**src/rtl/alu_if_pkg.sv**
```systemverilog
// rtl/alu_if_pkg.sv - shared opcodes, state encoding and word counts for the ALU host sequencer
package alu_if_pkg;

    localparam logic [1:0] OP_ADD = 2'b00;
    localparam logic [1:0] OP_SUB = 2'b01;
    localparam logic [1:0] OP_MUL = 2'b10;
    localparam logic [1:0] OP_DIV = 2'b11;

    localparam logic [1:0] WORDS_ADD = 2'd2;
    localparam logic [1:0] WORDS_SUB = 2'd2;
    localparam logic [1:0] WORDS_MUL = 2'd2;
    localparam logic [1:0] WORDS_DIV = 2'd3;

    typedef enum logic [2:0] {
        ST_IDLE,
        ST_START,
        ST_SEND,
        ST_WAIT,
        ST_RESP
    } seq_state_t;

    function automatic logic [1:0] op_words(input logic [1:0] op);
        logic [1:0] n;
        case (op)
            OP_ADD:  n = WORDS_ADD;
            OP_SUB:  n = WORDS_SUB;
            OP_MUL:  n = WORDS_MUL;
            default: n = WORDS_DIV;
        endcase
        return n;
    endfunction

    // Multiply and divide return a high word ahead of the END word.
    function automatic logic op_two_word(input logic [1:0] op);
        return (op == OP_MUL) || (op == OP_DIV);
    endfunction

endpackage

```
**src/rtl/alu_watchdog_timer.sv**
```systemverilog
// rtl/alu_watchdog_timer.sv - clearable up-counter flagging the cycle it reaches TIMEOUT_CYCLES
module alu_watchdog_timer #(
    parameter int TIMEOUT_CYCLES = 64,
    parameter int TMR_W          = 8
) (
    input  logic clk,
    input  logic reset,
    input  logic clear,
    input  logic enable,
    output logic expire
);

    localparam logic [TMR_W-1:0] LAST = TMR_W'(TIMEOUT_CYCLES - 1);

    logic [TMR_W-1:0] count;

    always_ff @(posedge clk) begin
        if (reset || clear) begin
            count <= '0;
        end else if (enable) begin
            count <= count + 1'b1;
        end
    end

    // Asserted during the enabled cycle whose increment reaches the limit.
    assign expire = enable && (count == LAST);

endmodule

```
**src/rtl/alu_host_sequencer.sv**
```systemverilog
// rtl/alu_host_sequencer.sv - host initiator for the multi-cycle ALU BEGIN/inbus/outbus/END protocol
module alu_host_sequencer
    import alu_if_pkg::*;
#(
    parameter int TIMEOUT_CYCLES = 64,
    parameter int TMR_W          = 8
) (
    input  logic       clk,
    input  logic       reset,
    input  logic       req_valid,
    output logic       req_ready,
    input  logic [1:0] req_op,
    input  logic [7:0] req_x,
    input  logic [7:0] req_y,
    input  logic [7:0] req_m,
    output logic       BEGIN,
    output logic [1:0] op_code,
    output logic [7:0] inbus,
    input  logic [7:0] outbus,
    input  logic       END,
    output logic       rsp_valid,
    input  logic       rsp_ready,
    output logic [7:0] rsp_hi,
    output logic [7:0] rsp_lo,
    output logic       rsp_timeout
);

    seq_state_t state;
    seq_state_t next_state;

    logic [1:0] op_q;
    logic [7:0] x_q;
    logic [7:0] y_q;
    logic [7:0] m_q;
    logic [1:0] idx;
    logic [7:0] shadow;
    logic       last_word;
    logic       wd_clear;
    logic       wd_enable;
    logic       wd_expire;

    assign last_word = (idx == (op_words(op_q) - 2'd1));

    alu_watchdog_timer #(
        .TIMEOUT_CYCLES(TIMEOUT_CYCLES),
        .TMR_W         (TMR_W)
    ) u_watchdog (
        .clk   (clk),
        .reset (reset),
        .clear (wd_clear),
        .enable(wd_enable),
        .expire(wd_expire)
    );

    always_ff @(posedge clk) begin
        if (reset) begin
            state       <= ST_IDLE;
            op_q        <= OP_ADD;
            x_q         <= 8'h00;
            y_q         <= 8'h00;
            m_q         <= 8'h00;
            idx         <= 2'd0;
            shadow      <= 8'h00;
            rsp_hi      <= 8'h00;
            rsp_lo      <= 8'h00;
            rsp_timeout <= 1'b0;
        end else begin
            state <= next_state;
            case (state)
                ST_IDLE: begin
                    if (req_valid) begin
                        op_q <= req_op;
                        x_q  <= req_x;
                        y_q  <= req_y;
                        m_q  <= req_m;
                    end
                end
                ST_START: begin
                    idx <= 2'd0;
                end
                ST_SEND: begin
                    idx <= idx + 2'd1;
                end
                ST_WAIT: begin
                    shadow <= outbus;
                    // END takes priority over a watchdog expiring in the same cycle.
                    if (END) begin
                        rsp_lo      <= outbus;
                        rsp_hi      <= op_two_word(op_q) ? shadow : 8'h00;
                        rsp_timeout <= 1'b0;
                    end else if (wd_expire) begin
                        rsp_lo      <= 8'hFF;
                        rsp_hi      <= 8'hFF;
                        rsp_timeout <= 1'b1;
                    end
                end
                default: begin
                end
            endcase
        end
    end

    always_comb begin
        next_state = state;
        req_ready  = 1'b0;
        BEGIN      = 1'b0;
        op_code    = op_q;
        inbus      = 8'h00;
        rsp_valid  = 1'b0;
        wd_clear   = 1'b1;
        wd_enable  = 1'b0;
        case (state)
            ST_IDLE: begin
                req_ready = 1'b1;
                op_code   = OP_ADD;
                if (req_valid) begin
                    next_state = ST_START;
                end
            end
            ST_START: begin
                BEGIN      = 1'b1;
                next_state = ST_SEND;
            end
            ST_SEND: begin
                // Divide sends the dividend low word between A and M.
                case (idx)
                    2'd0:    inbus = x_q;
                    2'd1:    inbus = (op_q == OP_DIV) ? y_q : m_q;
                    default: inbus = m_q;
                endcase
                if (last_word) begin
                    next_state = ST_WAIT;
                end
            end
            ST_WAIT: begin
                wd_clear  = 1'b0;
                wd_enable = 1'b1;
                if (END || wd_expire) begin
                    next_state = ST_RESP;
                end
            end
            ST_RESP: begin
                rsp_valid = 1'b1;
                if (rsp_ready) begin
                    next_state = ST_IDLE;
                end
            end
            default: begin
                next_state = ST_IDLE;
            end
        endcase
    end

endmodule

```
**config.mk**
```make
export PLATFORM = sky130hd
export DESIGN_NAME = alu_host_sequencer
export DESIGN_NICKNAME = d
export VERILOG_FILES = /design/src/rtl/alu_if_pkg.sv /design/src/rtl/alu_watchdog_timer.sv /design/src/rtl/alu_host_sequencer.sv
export SDC_FILE = /design/constraint.sdc
export NUM_CORES = 1
export LEC_CHECK = 0
export ABC_AREA = 1
export CORE_MARGIN = 1.5
export CORE_UTILIZATION = 44
export DETAILED_ROUTE_END_ITERATION = 8
export PLACE_DENSITY = 0.86
export SLEW_MARGIN = 20
export SYNTH_ARGS = -nofsm -noshare
export SYNTH_HDL_FRONTEND = slang
export SYNTH_SLANG_ARGS = --single-unit
```
**constraint.sdc**
```tcl
create_clock -name clk -period 1.65 [get_ports clk]
set_input_delay 0.33 -clock clk [delete_from_list [all_inputs] [get_ports clk]]
set_output_delay 0.33 -clock clk [all_outputs]
set_load 0.02 [all_outputs]
```
Word-level counts from Yosys, hierarchy flattened. Cells that the tools add are included.

Logic and storage cells: 63. Flip-flop bits (word level): 64. Bits of input ports: 39.

Add/sub/neg operators: 3. Mux-type cells: 22. Eq/ne operators: 14. Reduce and logical (&&, ||, !) cells: 13.

Operators by type and width (number): $mux W8 (6); $pmux W8 S2 (1); $pmux W3 S5 (1); $mux W3 (4); $add A8 B1 Y8 const B (1); $eq A8 B6 Y1 const B (1); $mux W1 (8); $ne A2 B2 Y1 const B (4); $eq A3 B2 Y1 const B (2); $eq A2 B1 Y1 const B (2); $eq A2 B2 Y1 const B (2); $logic_not A2 Y1 (2); $pmux W2 S2 (1); $reduce_and A2 Y1 (2); $reduce_and A4 Y1 (1); $reduce_bool A2 Y1 (2); $eq A3 B1 Y1 const B (1); $eq A3 B3 Y1 const B (1); $logic_not A3 Y1 (1); $logic_or A1 B1 Y1 (3); $reduce_or A3 Y1 (1); $add A2 B1 Y2 const B (1); $eq A2 B2 Y1 (1); $mux W2 (1); other kinds (2) (2).

Depth between registers and ports, before layout.
Depth in word-level cells: 7. Gate-level depth with buffers: 9. Depth with buffers taken out: 8.

By module. Synthesis repeated with hierarchy kept, for this count alone.

Cells, all modules: 373. Area, all modules: 2766.4 µm².

Modules (own cells, without submodules): alu_host_sequencer (times used 1, cells an instance 319, area an instance 2374.8 µm²); alu_watchdog_timer (times used 1, cells an instance 54, area an instance 391.6 µm²).

Worst setup path before layout. Ideal clock, no wire load.

Path type: register to output. Start point: register idx[0]. End point: output port inbus[0]. Arrival time: 1.603 ns. Cell stages (with the launch flop): 7. Setup slack: -0.283 ns. Required time: 1.320 ns. Path through: dfxtp_1 > inv_1 > ha_1 > buf_1 > nor2_1 > nand2_1 > a31oi_1.

Word-level cells in the longest chain between the ends: 3.

RTL lines: start: declaration (line alu_host_sequencer.sv:35) `logic [1:0] idx;`; start signal: assignment (line alu_host_sequencer.sv:82) `idx <= idx + 2'd1;`; $eq A2 B1 Y1 / $logic_not A2 Y1 (equally long branches) (line alu_host_sequencer.sv:126) `case (idx)`; $pmux W8 S2 * (line alu_host_sequencer.sv:126); $mux W8 * (line alu_host_sequencer.sv:112) `case (state)`; end: declaration (line alu_host_sequencer.sv:18) `output logic [7:0] inbus,`.

Every way passes the cells marked *; elsewhere a longest branch is shown, timed or not.

Worst setup path in the final report.
Start point: register idx[1]. End point: output port inbus[1].

The elaborated chain is that of the path after synthesis.

==> impl_metrics.json <==
{
  "status": "complete, but fails checks",
  "violations": "negative setup slack",
  "grt_max_degree": 37,
  "setup_violations": 8,
  "start_kind": "flop",
  "n_antenna_cell": 0,
  "clock_path_buffers": 2,
  "synthCells": 381,
  "io_pins": 69,
  "die_x_um": 83.5,
  "async_flop_share": 0,
  "numClockSinks": 64,
  "worst_slack_ns": -0.282,
  "worst_slew_pin_slew_ns": 0.306,
  "clock_latency_ns": 0.34,
  "synth_area_um2": 2850,
  "drive_above_1_share": 0.220,
  "ys.flop_type": "dfxtp_1",
  "synth_area_leader_cell": "dfxtp_1",
  "fin_crit_ns": 1.93,
  "start_util": 0.452,
  "crit_path_frequent_cell": "buf_6",
  "drt_pass1_iterations": 5,
  "fin_util": 0.661,
  "postCtsHoldBufs": 0,
  "seqCellArea_um2": 1290,
  "path_max_fanout": 8,
  "cp_num_buf_inv": 3,
  "drt_iter0_drc": 130,
  "dp.cells": 533,
  "row_count": 29,
  "antenna_found_initial": 0,
  "irDropWorstVdd_uv": 861,
  "port_buffers": 68,
  "gp_congestion": 0.925,
  "grt_first_pass_wirelength_um": 12900,
  "power_mw": 5.88,
  "slew_viol_final": 0,
  "synth.most_common_cell": "nand2_1",
  "synth_area_per_cell_um2": 7.49,
  "cts_max_level": 3,
  "fin_crit_sh": 1.17,
  "ys_top_cells_by_count": "71 x nand2_1, 64 x dfxtp_1, 53 x inv_1",
  "max_slew_margin": 0.795,
  "min_path_type": "flop to flop",
  "cts_tree": "done",
  "drt.antenna.violating_nets": 0,
  "arrival_ns": 1.60,
  "slowest_delay_ns": 0.36,
  "crit_slowest_cell": "dfxtp_2",
  "max_freq_ghz": 0.518,
  "core_area_um2": 6310,
  "setup.worst_path.end_class": "primary output",
  "fillers": 520,
  "synth_cell_type_count": 30,
  "critical_path_class": "flop to primary output",
  "avgRoutedWirePerCell_um": 14.4,
  "vias": 2879,
  "drc": 0,
  "cts_buffers": 9,
  "synth-edff-count": 0,
  "ys_warn_count": 0,
  "layout.cells.non_filler": 555,
  "ys_seq_area_frac": 0.449,
  "nNetsFinal": 515,
  "cp_data_required_time_ns": 1.32,
  "grt_pass1_vias": 2921,
  "grt-ovfl-total": 0,
  "via_per_inst": 5.19,
  "powerDensity_nw_per_um2": 1410,
  "yosys-top-cells-area": "dfxtp_1 45%, nand2_1 9.3%, inv_1 7.0%",
  "grt_util_all_layers": 0.231,
  "cts_root_buf": "clkbuf_8",
  "rsz0062_at_grt": "true",
  "setup_tns_ns": -2.10,
  "finalHoldViolCount": 0,
  "yosys.area.top_type_share": 0.449,
  "multi_input_area_um2": 1420,
  "dieArea_um2": 6980,
  "synth_fp_nets": 423,
  "path_clk_slew_ns": 0.07,
  "area_growth_pct": 46.3,
  "finalClockSkew_ns": 0.00859,
  "hold_ws_ns": 0.452,
  "critPathTopFamily": "flip-flops",
  "dieHeight_um": 83.5,
  "dpl.hpwl_um": 5590,
  "wl_um": 7980,
  "p_leak_nw": 1.92,
  "path_cells": "inv_4 -> ha_4 -> nor2_4 -> buf_6 -> nand2_2 -> a31oi_4 -> buf_6",
  "drv_cap": 0,
  "synth_seq_cells": 64
}
final cells by class:
cell class,count,share of cell area
multi-input cells,242,0.339
flip-flops and latches,64,0.309
repair buffers,100,0.227
inverters,56,0.0510
clock buffers,11,0.0315
well taps,77,0.0231
clock inverters,5,0.0195
cell families (layout without fill, tap and decap cells):
group | after synthesis | in the layout | share of synthesized area
and+or+nand+nor | 138 | 138 | 0.214
adders and majority gates | 3 | 3 | 0.0132
AOI/OAI and AO/OA | 99 | 99 | 0.203
xor gates and xnor gates | 2 | 2 | 0.00614
buffers and inverters | 75 | 172 | 0.115
DFF | 64 | 64 | 0.449
power breakdown:
part | switching, mW | total, mW | internal (mW)
registers | 0.206 | 2.06 | 1.86
clock network | 0.602 | 1.45 | 0.851
logic | 1.34 | 2.37 | 1.02
total | 2.15 | 5.88 | 3.73
routing by layer:
| metal | up-vias | global-route usage | wire, um |
|---|---|---|---|
| met1 | 1322 | 0.250 | 3220 |
| met2 | 115 | 0.418 | 4050 |
| met4 | 0 | 0.0909 | 186 |
| li1 | 1424 | - | - |
| met5 | - | 0 | 0 |
| met3 | 18 | 0.0752 | 519 |
flip-flops by register name, indices dropped and copies added, names as in the netlist:
| register | flops |
|---|---|
| idx | 2 |
| m_q | 8 |
| op_q | 2 |
| rsp_hi | 8 |
| rsp_lo | 8 |
| rsp_timeout | 1 |
| shadow | 8 |
| state | 3 |
| u_watchdog.count | 8 |
| x_q | 8 |
| y_q | 8 |
placed cells by master (no fill, tap or decap), types with 2 or more instances in the layout:
cell / count
dlygate4sd2_1: 12
nand2_2: 11
a31oi_4: 8
dlymetal6s2s_1: 4
clkbuf_1: 2
buf_6: 10
o21ai_0: 25
ha_4: 2
inv_2: 4
nand2_1: 63
buf_4: 28
inv_1: 51
a211oi_1: 4
a21oi_1: 39
dfxtp_2: 3
nand3_1: 25
bufinv_16: 2
clkbuf_8: 9
o211ai_1: 8
buf_12: 3
buf_2: 4
dfxtp_1: 60
nand4_1: 2
clkdlybuf4s50_1: 39
a31oi_1: 4
nor2_1: 30
o21ai_2: 10
through the flow:
step / cell area [um2] / setup WS [ns]
floorplan: 2980 / 0.0190
global placement: 3870 / -0.465
detailed placement: 3870 / -0.548
CTS: 4120 / -0.240
global route: 4170 / -0.335
finish: 4170 / -0.282
timing repair:
item | in CTS | in global routing
setup endpoints to repair | 25 | 14
buffers inserted | 2 | 4
pin swaps | 2 | 0
gates resized for setup | 99 | 9
final timing paths:
| kind | from | endpoint | slack [ns] | cells past startpoint |
|---|---|---|---|---|
| worst max-delay path | idx[1] | inbus[1] | -0.28 | 7 |
| worst min-delay path | u_watchdog.count[0] | u_watchdog.count[0] | 0.45 | 1 |
| worst max register to register | state[2] | m_q[4] | 0.09 | 9 |
| worst min register to register | u_watchdog.count[0] | u_watchdog.count[0] | 0.45 | 1 |
No activity file was read; power rests on OpenSTA's default activity.
